**src/rtl/iob_fp_div_pkg.sv**
```systemverilog
// Shared floating-point package: format widths, bias, rounding extra bits,
// divider FSM state type and canonical Inf / zero / NaN encodings.
package iob_fp_div_pkg;

  localparam int DATA_W = 32;
  localparam int EXP_W  = 8;
  localparam int MAN_W  = DATA_W - EXP_W;        // mantissa including hidden bit
  localparam int FRAC_W = MAN_W - 1;             // stored fraction bits
  localparam int BIAS   = (1 << (EXP_W - 1)) - 1;
  localparam int EXTRA  = 3;                     // guard, round, sticky
  localparam int ITER   = MAN_W + EXTRA + 1;     // quotient bits produced
  localparam int Q_W    = ITER;
  localparam int RND_W  = MAN_W + EXTRA;         // mantissa + GRS fed to rounding
  localparam int EXPS_W = EXP_W + 2;             // signed working exponent
  localparam int CNT_W  = $clog2(ITER);

  typedef enum logic [1:0] {
    ST_IDLE  = 2'd0,
    ST_DIV   = 2'd1,
    ST_NORM  = 2'd2,
    ST_ROUND = 2'd3
  } state_t;

  function automatic logic [DATA_W-1:0] fp_inf(input logic sign);
    return {sign, {EXP_W{1'b1}}, {FRAC_W{1'b0}}};
  endfunction

  function automatic logic [DATA_W-1:0] fp_zero(input logic sign);
    return {sign, {(DATA_W-1){1'b0}}};
  endfunction

  function automatic logic [DATA_W-1:0] fp_qnan();
    return {1'b0, {EXP_W{1'b1}}, 1'b1, {(FRAC_W-1){1'b0}}};
  endfunction

endpackage

```
**src/rtl/iob_fp_round.sv**
```systemverilog
// Round-to-nearest-even on {exponent, mantissa+GRS}, then exponent range
// check: saturate to Inf on overflow, flush to signed zero on underflow.
module iob_fp_round
  import iob_fp_div_pkg::*;
(
  input  logic                     sign,
  input  logic signed [EXPS_W-1:0] exponent,
  input  logic [RND_W-1:0]         mantissa,
  output logic [DATA_W-1:0]        res,
  output logic                     overflow,
  output logic                     underflow
);

  localparam logic signed [EXPS_W-1:0] EXP_MAX = EXPS_W'((1 << EXP_W) - 1);
  localparam logic signed [EXPS_W-1:0] EXP_MIN = '0;

  logic [MAN_W-1:0]         mant;
  logic                     guard;
  logic                     round_bit;
  logic                     sticky;
  logic                     round_up;
  logic [MAN_W:0]           mant_r;
  logic [MAN_W-1:0]         mant_n;
  logic signed [EXPS_W-1:0] exp_n;
  logic                     unused_hidden;

  assign mant      = mantissa[RND_W-1 -: MAN_W];
  assign guard     = mantissa[EXTRA-1];
  assign round_bit = mantissa[EXTRA-2];
  assign sticky    = mantissa[0];

  // Round, renormalise a carry-out, then classify the final exponent.
  always_comb begin
    round_up  = guard & (round_bit | sticky | mant[0]);
    mant_r    = {1'b0, mant} + {{MAN_W{1'b0}}, round_up};
    mant_n    = mant_r[MAN_W-1:0];
    exp_n     = exponent;
    if (mant_r[MAN_W]) begin
      mant_n = mant_r[MAN_W:1];
      exp_n  = exponent + EXPS_W'(1);
    end
    overflow  = 1'b0;
    underflow = 1'b0;
    res       = {sign, exp_n[EXP_W-1:0], mant_n[FRAC_W-1:0]};
    if (exp_n >= EXP_MAX) begin
      res      = fp_inf(sign);
      overflow = 1'b1;
    end else if (exp_n <= EXP_MIN) begin
      res       = fp_zero(sign);
      underflow = 1'b1;
    end
  end

  // Hidden bit is implicit in the packed format.
  assign unused_hidden = mant_n[MAN_W-1];

endmodule

```
**src/rtl/iob_fp_special.sv**
```systemverilog
// Operand classifier (NaN / Inf / zero). Only built when
// IOB_FP_DIV_SPECIAL_EN is defined; subnormals are not reported as zero.
`ifdef IOB_FP_DIV_SPECIAL_EN
module iob_fp_special
  import iob_fp_div_pkg::*;
(
  input  logic [DATA_W-1:0] op,
  output logic              is_nan,
  output logic              is_inf,
  output logic              is_zero
);

  logic exp_ones;
  logic exp_zero;
  logic frac_zero;
  logic unused_sign;

  assign exp_ones    = &op[DATA_W-2 -: EXP_W];
  assign exp_zero    = ~|op[DATA_W-2 -: EXP_W];
  assign frac_zero   = ~|op[FRAC_W-1:0];
  assign unused_sign = op[DATA_W-1];

  assign is_nan  = exp_ones & ~frac_zero;
  assign is_inf  = exp_ones & frac_zero;
  assign is_zero = exp_zero & frac_zero;

endmodule
`endif

```
**src/rtl/iob_fp_div.sv**
```systemverilog
// Iterative floating-point divider: restoring mantissa division, one
// quotient bit per cycle, start/done handshake.
// Handshake: start_i is accepted only while busy_o=0 (state IDLE); busy_o
// rises the cycle after acceptance and falls together with the one-cycle
// done_o pulse; res_o and the flags are held until the next done_o.
// Optional feature macro: IOB_FP_DIV_SPECIAL_EN (NaN/Inf/zero handling on a
// one-cycle path). Without it every operand takes the normal path with the
// hidden bit forced to 1 and exception_o stays 0.
module iob_fp_div
  import iob_fp_div_pkg::*;
(
  input  logic              clk_i,
  input  logic              rst_n_i,
  input  logic              start_i,
  input  logic [DATA_W-1:0] op_a_i,
  input  logic [DATA_W-1:0] op_b_i,
  output logic              busy_o,
  output logic              done_o,
  output logic [DATA_W-1:0] res_o,
  output logic              overflow_o,
  output logic              underflow_o,
  output logic              exception_o,
  output state_t            dbg_state_o
);

  state_t                   state;
  logic [CNT_W-1:0]         cnt;
  logic                     sign_r;
  logic signed [EXPS_W-1:0] exp_r;
  logic [MAN_W:0]           rem_r;
  logic [MAN_W-1:0]         div_r;
  logic [Q_W-1:0]           q_r;
  logic [RND_W-1:0]         norm_r;

  logic                     sign_start;
  logic signed [EXPS_W-1:0] exp_start;
  logic [MAN_W:0]           rem_sub;
  logic                     rem_ge;
  logic [Q_W-1:0]           q_norm;
  logic [RND_W-1:0]         norm_next;
  logic [DATA_W-1:0]        rnd_res;
  logic                     rnd_ovf;
  logic                     rnd_unf;

  assign dbg_state_o = state;

  assign sign_start = op_a_i[DATA_W-1] ^ op_b_i[DATA_W-1];
  assign exp_start  = $signed({2'b00, op_a_i[DATA_W-2 -: EXP_W]})
                    - $signed({2'b00, op_b_i[DATA_W-2 -: EXP_W]})
                    + $signed(EXPS_W'(BIAS));

  // Restoring step: the remainder always stays below twice the divisor.
  assign rem_ge  = rem_r >= {1'b0, div_r};
  assign rem_sub = rem_r - {1'b0, div_r};

  // Quotient lies in (0.5, 2): at most one left shift normalises it.
  assign q_norm    = q_r[Q_W-1] ? q_r : {q_r[Q_W-2:0], 1'b0};
  assign norm_next = {q_norm[Q_W-1:2], (|q_norm[1:0]) | (|rem_r)};

  iob_fp_round u_round (
    .sign      (sign_r),
    .exponent  (exp_r),
    .mantissa  (norm_r),
    .res       (rnd_res),
    .overflow  (rnd_ovf),
    .underflow (rnd_unf)
  );

`ifdef IOB_FP_DIV_SPECIAL_EN
  logic              a_nan, a_inf, a_zero;
  logic              b_nan, b_inf, b_zero;
  logic              spec_hit;
  logic              spec_exc;
  logic [DATA_W-1:0] spec_res;
  logic              spec_r;
  logic              spec_exc_r;
  logic [DATA_W-1:0] spec_res_r;

  iob_fp_special u_spec_a (.op(op_a_i), .is_nan(a_nan), .is_inf(a_inf), .is_zero(a_zero));
  iob_fp_special u_spec_b (.op(op_b_i), .is_nan(b_nan), .is_inf(b_inf), .is_zero(b_zero));

  // Special-operand result selection, in priority order.
  always_comb begin
    spec_hit = 1'b1;
    spec_exc = 1'b0;
    spec_res = fp_zero(sign_start);
    if (a_nan | b_nan | (a_zero & b_zero) | (a_inf & b_inf)) begin
      spec_res = fp_qnan();
      spec_exc = 1'b1;
    end else if (b_zero) begin
      spec_res = fp_inf(sign_start);
      spec_exc = 1'b1;
    end else if (a_inf) begin
      spec_res = fp_inf(sign_start);
    end else if (a_zero | b_inf) begin
      spec_res = fp_zero(sign_start);
    end else begin
      spec_hit = 1'b0;
    end
  end
`endif

  // Control FSM, iteration counter, divider datapath and output registers.
  always_ff @(posedge clk_i or negedge rst_n_i) begin
    if (!rst_n_i) begin
      state       <= ST_IDLE;
      cnt         <= '0;
      sign_r      <= 1'b0;
      exp_r       <= '0;
      rem_r       <= '0;
      div_r       <= '0;
      q_r         <= '0;
      norm_r      <= '0;
      busy_o      <= 1'b0;
      done_o      <= 1'b0;
      res_o       <= '0;
      overflow_o  <= 1'b0;
      underflow_o <= 1'b0;
      exception_o <= 1'b0;
`ifdef IOB_FP_DIV_SPECIAL_EN
      spec_r      <= 1'b0;
      spec_exc_r  <= 1'b0;
      spec_res_r  <= '0;
`endif
    end else begin
      done_o <= 1'b0;
      case (state)
        ST_IDLE: begin
          if (start_i) begin
            sign_r <= sign_start;
            exp_r  <= exp_start;
            rem_r  <= {2'b01, op_a_i[FRAC_W-1:0]};
            div_r  <= {1'b1, op_b_i[FRAC_W-1:0]};
            q_r    <= '0;
            cnt    <= '0;
            busy_o <= 1'b1;
`ifdef IOB_FP_DIV_SPECIAL_EN
            spec_r     <= spec_hit;
            spec_exc_r <= spec_exc;
            spec_res_r <= spec_res;
            state      <= spec_hit ? ST_ROUND : ST_DIV;
`else
            state  <= ST_DIV;
`endif
          end
        end
        ST_DIV: begin
          rem_r <= rem_ge ? (rem_sub << 1) : (rem_r << 1);
          q_r   <= {q_r[Q_W-2:0], rem_ge};
          cnt   <= cnt + CNT_W'(1);
          if (cnt == CNT_W'(ITER - 1)) begin
            state <= ST_NORM;
          end
        end
        ST_NORM: begin
          norm_r <= norm_next;
          cnt    <= '0;
          if (!q_r[Q_W-1]) begin
            exp_r <= exp_r - EXPS_W'(1);
          end
          state <= ST_ROUND;
        end
        ST_ROUND: begin
          res_o       <= rnd_res;
          overflow_o  <= rnd_ovf;
          underflow_o <= rnd_unf;
          exception_o <= 1'b0;
`ifdef IOB_FP_DIV_SPECIAL_EN
          if (spec_r) begin
            res_o       <= spec_res_r;
            overflow_o  <= 1'b0;
            underflow_o <= 1'b0;
            exception_o <= spec_exc_r;
          end
`endif
          done_o <= 1'b1;
          busy_o <= 1'b0;
          state  <= ST_IDLE;
        end
        default: state <= ST_IDLE;
      endcase
    end
  end

endmodule

```
**config.mk**
```make
export PLATFORM = sky130hd
export DESIGN_NAME = iob_fp_div
export DESIGN_NICKNAME = d
export VERILOG_FILES = /design/src/rtl/iob_fp_div_pkg.sv /design/src/rtl/iob_fp_round.sv /design/src/rtl/iob_fp_special.sv /design/src/rtl/iob_fp_div.sv
export SDC_FILE = /design/constraint.sdc
export NUM_CORES = 1
export LEC_CHECK = 0
export ABC_AREA = 1
export CORE_MARGIN = 2
export CORE_UTILIZATION = 60
export CTS_BUF_LIST = sky130_fd_sc_hd__clkbuf_8
export CTS_CLUSTER_DIAMETER = 40
export DETAILED_ROUTE_END_ITERATION = 8
export GPL_TIMING_DRIVEN = 0
export PLACE_DENSITY = 0.95
export SLEW_MARGIN = 5
export SYNTH_ARGS = -nofsm -noshare
export SYNTH_HDL_FRONTEND = slang
export SYNTH_SLANG_ARGS = --single-unit
```
**constraint.sdc**
```tcl
create_clock -name clk_i -period 3.1 [get_ports clk_i]
set_input_delay 0.775 -clock clk_i [delete_from_list [all_inputs] [get_ports clk_i]]
set_output_delay 0.775 -clock clk_i [all_outputs]
set_load 0.02 [all_outputs]
```
==> metrics <==
Syn Inst Count=1447; Antenna Nets Post-Route=0; hold_buf cts=0; FP Rows=48; ys flop type=dfrtp_1; GRT met3 Usage=0.03666; Critical path origin=dbg_state_o[1]; Final Non-Filler Cells=~1800; peak supply drop=0.6534 mV; # clock sinks=158; kind of end point of the critical path=flop; Placeable Area=between 15000 and 20000 um^2; HPWL Detailed=21270 um; grt met2 use=0.5612; crit path time final=2.816 ns; root buf cell=clkbuf_8; initial antenna violation count=0; Yosys cell types=47; layout cells sized above 1=0.06376; worst-path fanout max=10; setup slack, reg-to-reg=roughly 0.28 ns; Worst R2R End=rem_r[20]; GR peak layer=met2; die width=135.6 um; Max Fclk=355.2 MHz; number of diodes=0; register area=3954 um^2; CTS Buffer Depth=2; pre-CTS setup slack=0.1288 ns; first-pass GRT wire length=45530 um; I/O pins=between 100 and 150; fillers=1400; worst hold path class=in -> async; Syn Nets=roughly 1600; Pwr per Cell Area=1070 nW/um^2; starting density of the core=0.6073; final setup fails=0; DRC=0; Slew @ Worst Pin=0.6528 ns; vias per cell=5.641; die area=18390 um^2; overall power=0.01300 W; met1 usage=0.3636; sequential area share after synthesis=0.3804; Syn Area/Cell=7.184 um^2; status=finished clean; Chip Height=135.6 um; Worst setup SP type=flop; Reg-to-Reg Start=dbg_state_o[1]; max_cap viols=0; YS warnings=0; Worst slew margin=0.5608; total gr overflow=0; CTS Buf Count=17; final slew viol count=0; wire length per cell=15.14 um; gr usage total=0.3098; Worst Path Required=3.45 ns; Hold Violations, Final=0; placed cell areas=~12000 um^2; TritonCTS clock tree=yes; RSZ-0062 raised after global routing=false; Worst-path clk slew=0.09 ns; PnR worst setup slack=around 0.28 ns; fin nets=around 1700; largest net degree at the start of global routing=109; WP data arrival=between 3 and 4 ns; Crit Path Class=reg -> reg; Worst Skew=0.01267 ns; vias in the first global route=9827; # H-tree levels=4; multi-input logic area=5470 um^2; DR vias=a little over 10000; port bufs=104; Pleak=about 5.8 nW; depth of the most critical reg-to-reg path=9; async set-or-reset flop fraction in the synthesized netlist=1.000; Detailed Routing Iterations Pass 1=6; #FFs+latches synth=158; crit path to=rem_r[20]; post-route cell area=12150 um^2; mapped cell area=10390 um^2; WL final=approximately 27000 um; crit share post-route=0.9083; P&R area growth vs syn=16.84%; routability cong.=approximately 1; drt first-iter violations=835; dpl cells=between 1500 and 2000; setup TNS=0 ns; EDFF count, synth=0; worst skew pair latency=roughly 0.46 ns
## stage by stage
stage            util  hold slack [ns]
6_report       0.7096           0.1910
5_1_grt        0.7096           0.2230
4_1_cts        0.7091           0.2095
3_5_place_dp   0.6865           0.4609
3_3_place_gp   0.6846           0.4545
2_1_floorplan       -           0.4259
## layout by cell type, fill, tap and decap left out, types with 42 or more instances in the layout
master and instances:
nand2_1 335, inv_1 188, dfrtp_1 158, o21ai_0 132, nor2_1 115, clkdlybuf4s50_1 103
a21oi_1 101, nand3_1 90, nand4_1 49, ha_1 42
## area by class of cell
cell class,count,area share
inverter,190,0.05872
tap,225,0.02318
timing repair buffer,105,0.08839
clock inverter,12,0.009169
buffer,58,0.02194
clock buffer,20,0.02266
sequential,158,0.3255
multi-input combinational,1041,0.4504
## worst max-delay path, stage by stage (launching register included)
cell	delay [ns]
dfrtp_1	0.44
inv_1	0.10
ha_1	0.14
clkbuf_1	0.46
inv_2	0.24
o21ai_2	0.47
inv_1	0.16
clkbuf_1	0.32
a21oi_1	0.27
a21oi_1	0.09
## state kept, by name, summed over array words and instances (netlist names)
register / cells
rem_r: 25
done_o: 1
exp_r: 10
norm_r: 27
div_r: 24
overflow_o: 1
busy_o: 1
cnt: 5
q_r: 28
res_o: 32
dbg_state_o: 2
underflow_o: 1
sign_r: 1
## layer usage
layer,share of wire,vias up,wire length (um)
met5,0,-,0
met2,0.51,379,14090
li1,-,4996,-
met4,0.037,0,1024
met3,0.047,90,1296
met1,0.40,4740,10970
## Yosys cell counts, types with 2 or more instances
cell type    n  share of area
nand2_1    335           0.12
nand4_1     49          0.029
inv_1      186          0.067
buf_6        5         0.0054
nor4_1       8         0.0048
nand2_4      5         0.0054
xor2_1      21          0.018
a21o_1       2         0.0014
xnor2_1     16          0.013
or2_2        2         0.0012
buf_2        6         0.0029
nand3_1     91          0.044
inv_2        3         0.0011
nor3_1      17         0.0082
o22ai_1     35          0.021
o211ai_1     3         0.0022
o21bai_1     2         0.0014
nand3b_1     5         0.0036
nand2_2     11         0.0066
nor2_4       3         0.0032
o21ai_1      2        0.00096
buf_1        5         0.0018
and3_1       2         0.0012
nor2_1     115          0.042
a21oi_1    101          0.049
nand3_2      6         0.0058
ha_1        42          0.051
nor2_2      22          0.013
dfrtp_1    158           0.38
o21ai_0    132          0.064
clkbuf_1    41          0.015
## power breakdown
part / switching, W / leakage, nW / internal [W]
sequential: 0.000585 / 2.03 / 0.00288
clock: 0.000817 / 0.191 / 0.000703
combinational: 0.00520 / 3.59 / 0.00281
total: 0.00660 / 5.80 / 0.00640
## how the worst min path moves through the flow
stage                        endpoint  slack (ns)  cells after the start
after global placement      div_r[23]        0.45                      2
after detailed placement    res_o[31]        0.46                      2
final                       res_o[30]        0.19                      1
after floorplan             div_r[23]        0.43                      2
after CTS                 underflow_o        0.21                      1
after global routing        res_o[30]        0.22                      1
## repair_timing
| item | 4_1_cts | 5_1_grt |
|---|---|---|
| setup buffers | 0 | 0 |
| endpoints found under the hold margin | 0 | 0 |
| resized for setup | 0 | 2 |
| setup endpoints to repair | 0 | 18 |
## logic make-up (layout without fill, tap and decap cells)
logic type	after synthesis	in the layout	share of synthesized area
AO/OA/AOI/OAI	283	283	0.1437
XOR/XNOR	38	38	0.03382
adder cells (fa/ha/maj)	43	43	0.05248
buffers and inverters	248	385	0.09425
flip-flops	158	158	0.3804
multiplexers	1	1	0.0009630
other	1	1	0.0003608
AND/OR/NAND/NOR	675	675	0.2941
Note: power is estimated with default switching activity, not from simulation.
==> variant 1, RTL diff (config.mk and constraints unchanged) <==
Build with the macro `IOB_FP_DIV_SPECIAL_EN` defined.
--- a/src/rtl/iob_fp_special.sv
+++ b/src/rtl/iob_fp_special.sv
@@ -1,4 +1,6 @@
 // Operand classifier (NaN / Inf / zero). Only built when
 // IOB_FP_DIV_SPECIAL_EN is defined; subnormals are not reported as zero.
+`define IOB_FP_DIV_SPECIAL_EN
+
 `ifdef IOB_FP_DIV_SPECIAL_EN
 module iob_fp_special
Formal check against the unedited RTL: not equivalent (Yosys sat finds a counterexample within 4 cycles, from zero or initial values and one cycle with rst_n_i low).
==> variant 1 against the original RTL <==
  * Synthesized area up 7.1%
  * Total power increased by 3.5%
  * Maximum frequency fell by 4.9%
  * Die area is 6.8% higher
  * Hold slack better by 0.013 ns
  * Routed wire length increased by 21%
  * Clock skew up 0.0027 ns
  * Utilization up 0.56 points
  * Sequential cell count grew 6
  * Design area increased by 6.5%
  * Non-clock buffer count shrank 1
  * Setup slack lost 0.15 ns
  * Highest routed layer unchanged
==> variant 1: results (changes against the original RTL) <==
* Cell type group with the largest total delay on the critical path: compound AO/OA/AOI/OAI gates (was buffers and inverters)
* Layout Skew: 0.0153 ns (was 0.0127 ns)
* Per-cell via count in the routed design: 5.92 (was 5.64)
- The post-synthesis instance total was 1586 (was 1447).
- The routed length on met3 came to 2220 um (was 1300 um).
- Critical path data arrival time: 3.33 ns (was 3.17 ns)
- The number of global-route vias before repair is 11100 (was 9827).
- Largest net degree at the start of global routing: 108 (was 109)
- Global-route wire length before repair: 54200 um (was 45500 um)
- The count of placed standard cells including taps came to 1921 (was 1777).
* Sequential share of the synthesized area: 0.369 (was 0.380)
- Largest voltage drop on the vdd net: 0.608 mV (was 0.653 mV)
- Outcome: finished, final reports clean (unchanged)
* Unique masters post-synth: 43 (was 47)
- Synthesized Nets: 1696 (was 1557)
- M1 GR Usage: 0.424 (was 0.364)
- Met1 wire length: 13000 um (was 11000 um)
- Number of cells on the worst reg-to-reg path: 11 (was 9)
- The endpoint of the worst register-to-register path is rem_r[22] (was rem_r[20]).
* Worst-Margin Slew: 0.756 ns (was 0.653 ns)
- Cell Area, Placed: 12500 um2 (was 11800 um2)
- The power after layout came to 0.0135 W (was 0.0130 W).
- The number of iterations in the first detailed-routing pass is 5 (was 6).
- Origin of the critical flop-to-flop path: rem_r[16] (was dbg_state_o[1])
* Total length of routed met2 wires: 16400 um (was 14100 um)
* CP peak stage delay: 0.45 ns (was 0.47 ns)
- Overall fraction of global-route tracks in use: 0.345 (was 0.310)
* Share of final-layout standard cells stronger than drive strength 1: 0.0481 (was 0.0638)
* Tightest hold margin: 0.204 ns (was 0.191 ns)
- Clock network latency to the later pin of the worst-skew pair: 0.48 ns (was 0.46 ns)
- Part of the cycle the worst path needs: 0.955 (was 0.908)
-- variant 1: area by class of cell --
| type | instances | share of cell area |
|---|---|---|
| multi-input combinational | 1125 | 0.457 |
| clock inverter | 15 | 0.0139 |
| sequential | 164 | 0.317 |
| tap | 229 | 0.0222 |
| buffer | 56 | 0.0180 |
| clock buffer | 17 | 0.0181 |
| inverter | 241 | 0.0699 |
| timing repair buffer | 106 | 0.0838 |
-- variant 1: cells by family after synthesis --
| kind of cell | count (synthesis) | share of synthesized area |
|---|---|---|
| xor gates and xnor gates | 36 | 0.0283 |
| buffers and inverters | 297 | 0.102 |
| adders and majority gates | 43 | 0.0497 |
| and+or+nand+nor | 730 | 0.297 |
| AOI/OAI and AO/OA | 316 | 0.154 |
| DFF | 164 | 0.369 |
==> variant 2, RTL diff (config.mk and constraints unchanged) <==
Made on the original files. Add an input register stage for `start_i`, without a reset; this delays it by one clock. The other inputs are not delayed to match.
--- a/src/rtl/iob_fp_div.sv
+++ b/src/rtl/iob_fp_div.sv
@@ -23,4 +23,10 @@
   output state_t            dbg_state_o
 );
+
+  logic start_q;
+
+  always_ff @(posedge clk_i) begin
+    start_q <= start_i;
+  end
 
   state_t                   state;
@@ -127,5 +133,5 @@
       case (state)
         ST_IDLE: begin
-          if (start_i) begin
+          if (start_q) begin
             sign_r <= sign_start;
             exp_r  <= exp_start;
Check against the original RTL: not equivalent (a bounded check fails within 4 cycles, from zero or initial values and one cycle with rst_n_i low).
==> variant 2 against the original RTL <==
  * Synthesized area up 0.19%
  * Sequential cell count up 1
  * Routed wire length up 4.3%
  * Total power down 6.7%
  * Setup slack worse by 0.14 ns
  * Utilization up 0.47 points
  * Design area up 0.66%
==> variant 2: results (changes against the original RTL) <==
- Fraction of power consumed by combinational cells: 0.605 (was 0.616)
- Per-cell via count in the routed design: 5.75 (was 5.64)
* Overall fraction of global-route tracks in use: 0.323 (was 0.310)
- Outcome: finished, final reports clean (unchanged)
* Library cell contributing the largest single delay on the critical path: dfrtp_1 (was o21ai_2)
* Power density over the cells: 992 nW/um2 (was 1070 nW/um2)
* Clock buffers and inverters, area share: 0.0346 (was 0.0318)
* Global-route wire length before repair: 47500 um (was 45500 um)
- The number of global-route vias before repair came to 10300 (was 9827).
- Final weighted congestion of routability-driven global placement: 1.00 (was 1.03)
- The sum of routed wire length over all layers came to 28600 um (was 27400 um).
- Filler instances: 1397 (was 1400)
- The maximum number of pins on one net before global-route repair is 57 (was 109).
* Share of the final layout cell area in multi-input gates: 0.447 (was 0.450)
* Largest voltage drop on the vdd net: 0.680 mV (was 0.653 mV)
- The register share of the cell area came to 0.325 (was 0.326).
- The sequential area share after synthesis came to 0.382 (was 0.380).
- Number of sequential storage elements: 159 (was 158)
* Worst slack at placement: 0.127 ns (was 0.129 ns)
- The number of iterations in the first detailed-routing pass came to 5 (was 6).
* Routed wl met3: 1520 um (was 1300 um)
- The instance area after placement came to 11800 um2 (about the same).
- Top area cells in the synthesized netlist: dfrtp_1 38%, nand2_1 12%, inv_1 6.7% (unchanged).
* Number of ordinary and repair buffers in the finished layout: 164 (was 163)
- The met2 wire length came to 14700 um (was 14100 um).
* Sequential group share of total power: 0.259 (was 0.267)
- The net switching power is 0.00616 W (was 0.00660 W).
- The proportion of final cell area spent on non-clock buffers was 0.112 (was 0.110).
- Synthesized Nets: 1558 (was 1557)
* Final Net Count: 1683 (was 1681)
- Async SR Flop Fraction: 0.994 (was 1.00)
* Critical path data arrival time: 3.30 ns (was 3.17 ns)
* Met1 wire length: 11000 um (about the same)
* Layout Skew: 0.0164 ns (was 0.0127 ns)
* Internal: 0.00597 W (was 0.00640 W)
- The total die area came to 18400 um2 (about the same).
* HPWL reported at the end of detailed placement: 21900 um (was 21300 um)
[variant 2: worst paths after layout]
check	startpoint	to	slack (ns)	cells after the start
max in group asynchronous	rst_n_i	div_r[22]	1.95	3
min in group clk_i	div_r[23]	div_r[23]	0.48	2
max reg2reg	rem_r[8]	rem_r[5]	0.15	11
min reg2reg	div_r[23]	div_r[23]	0.48	2
min	rst_n_i	underflow_o	0.21	1
max	rem_r[8]	rem_r[5]	0.15	11
[variant 2: kinds of logic (layout without fill, tap and decap cells)]
| logic type | after synthesis | count (layout) | synth area share |
|---|---|---|---|
| adder cells (fa/ha/maj) | 43 | 43 | 0.0524 |
| AO/OA/AOI/OAI | 283 | 283 | 0.143 |
| flip-flops | 159 | 159 | 0.382 |
| multiplexers | 1 | 1 | 0.000961 |
| AND/OR/NAND/NOR | 675 | 675 | 0.293 |
| buffers and inverters | 248 | 386 | 0.0941 |
| XOR/XNOR | 38 | 38 | 0.0338 |
| other | 1 | 1 | 0.000360 |
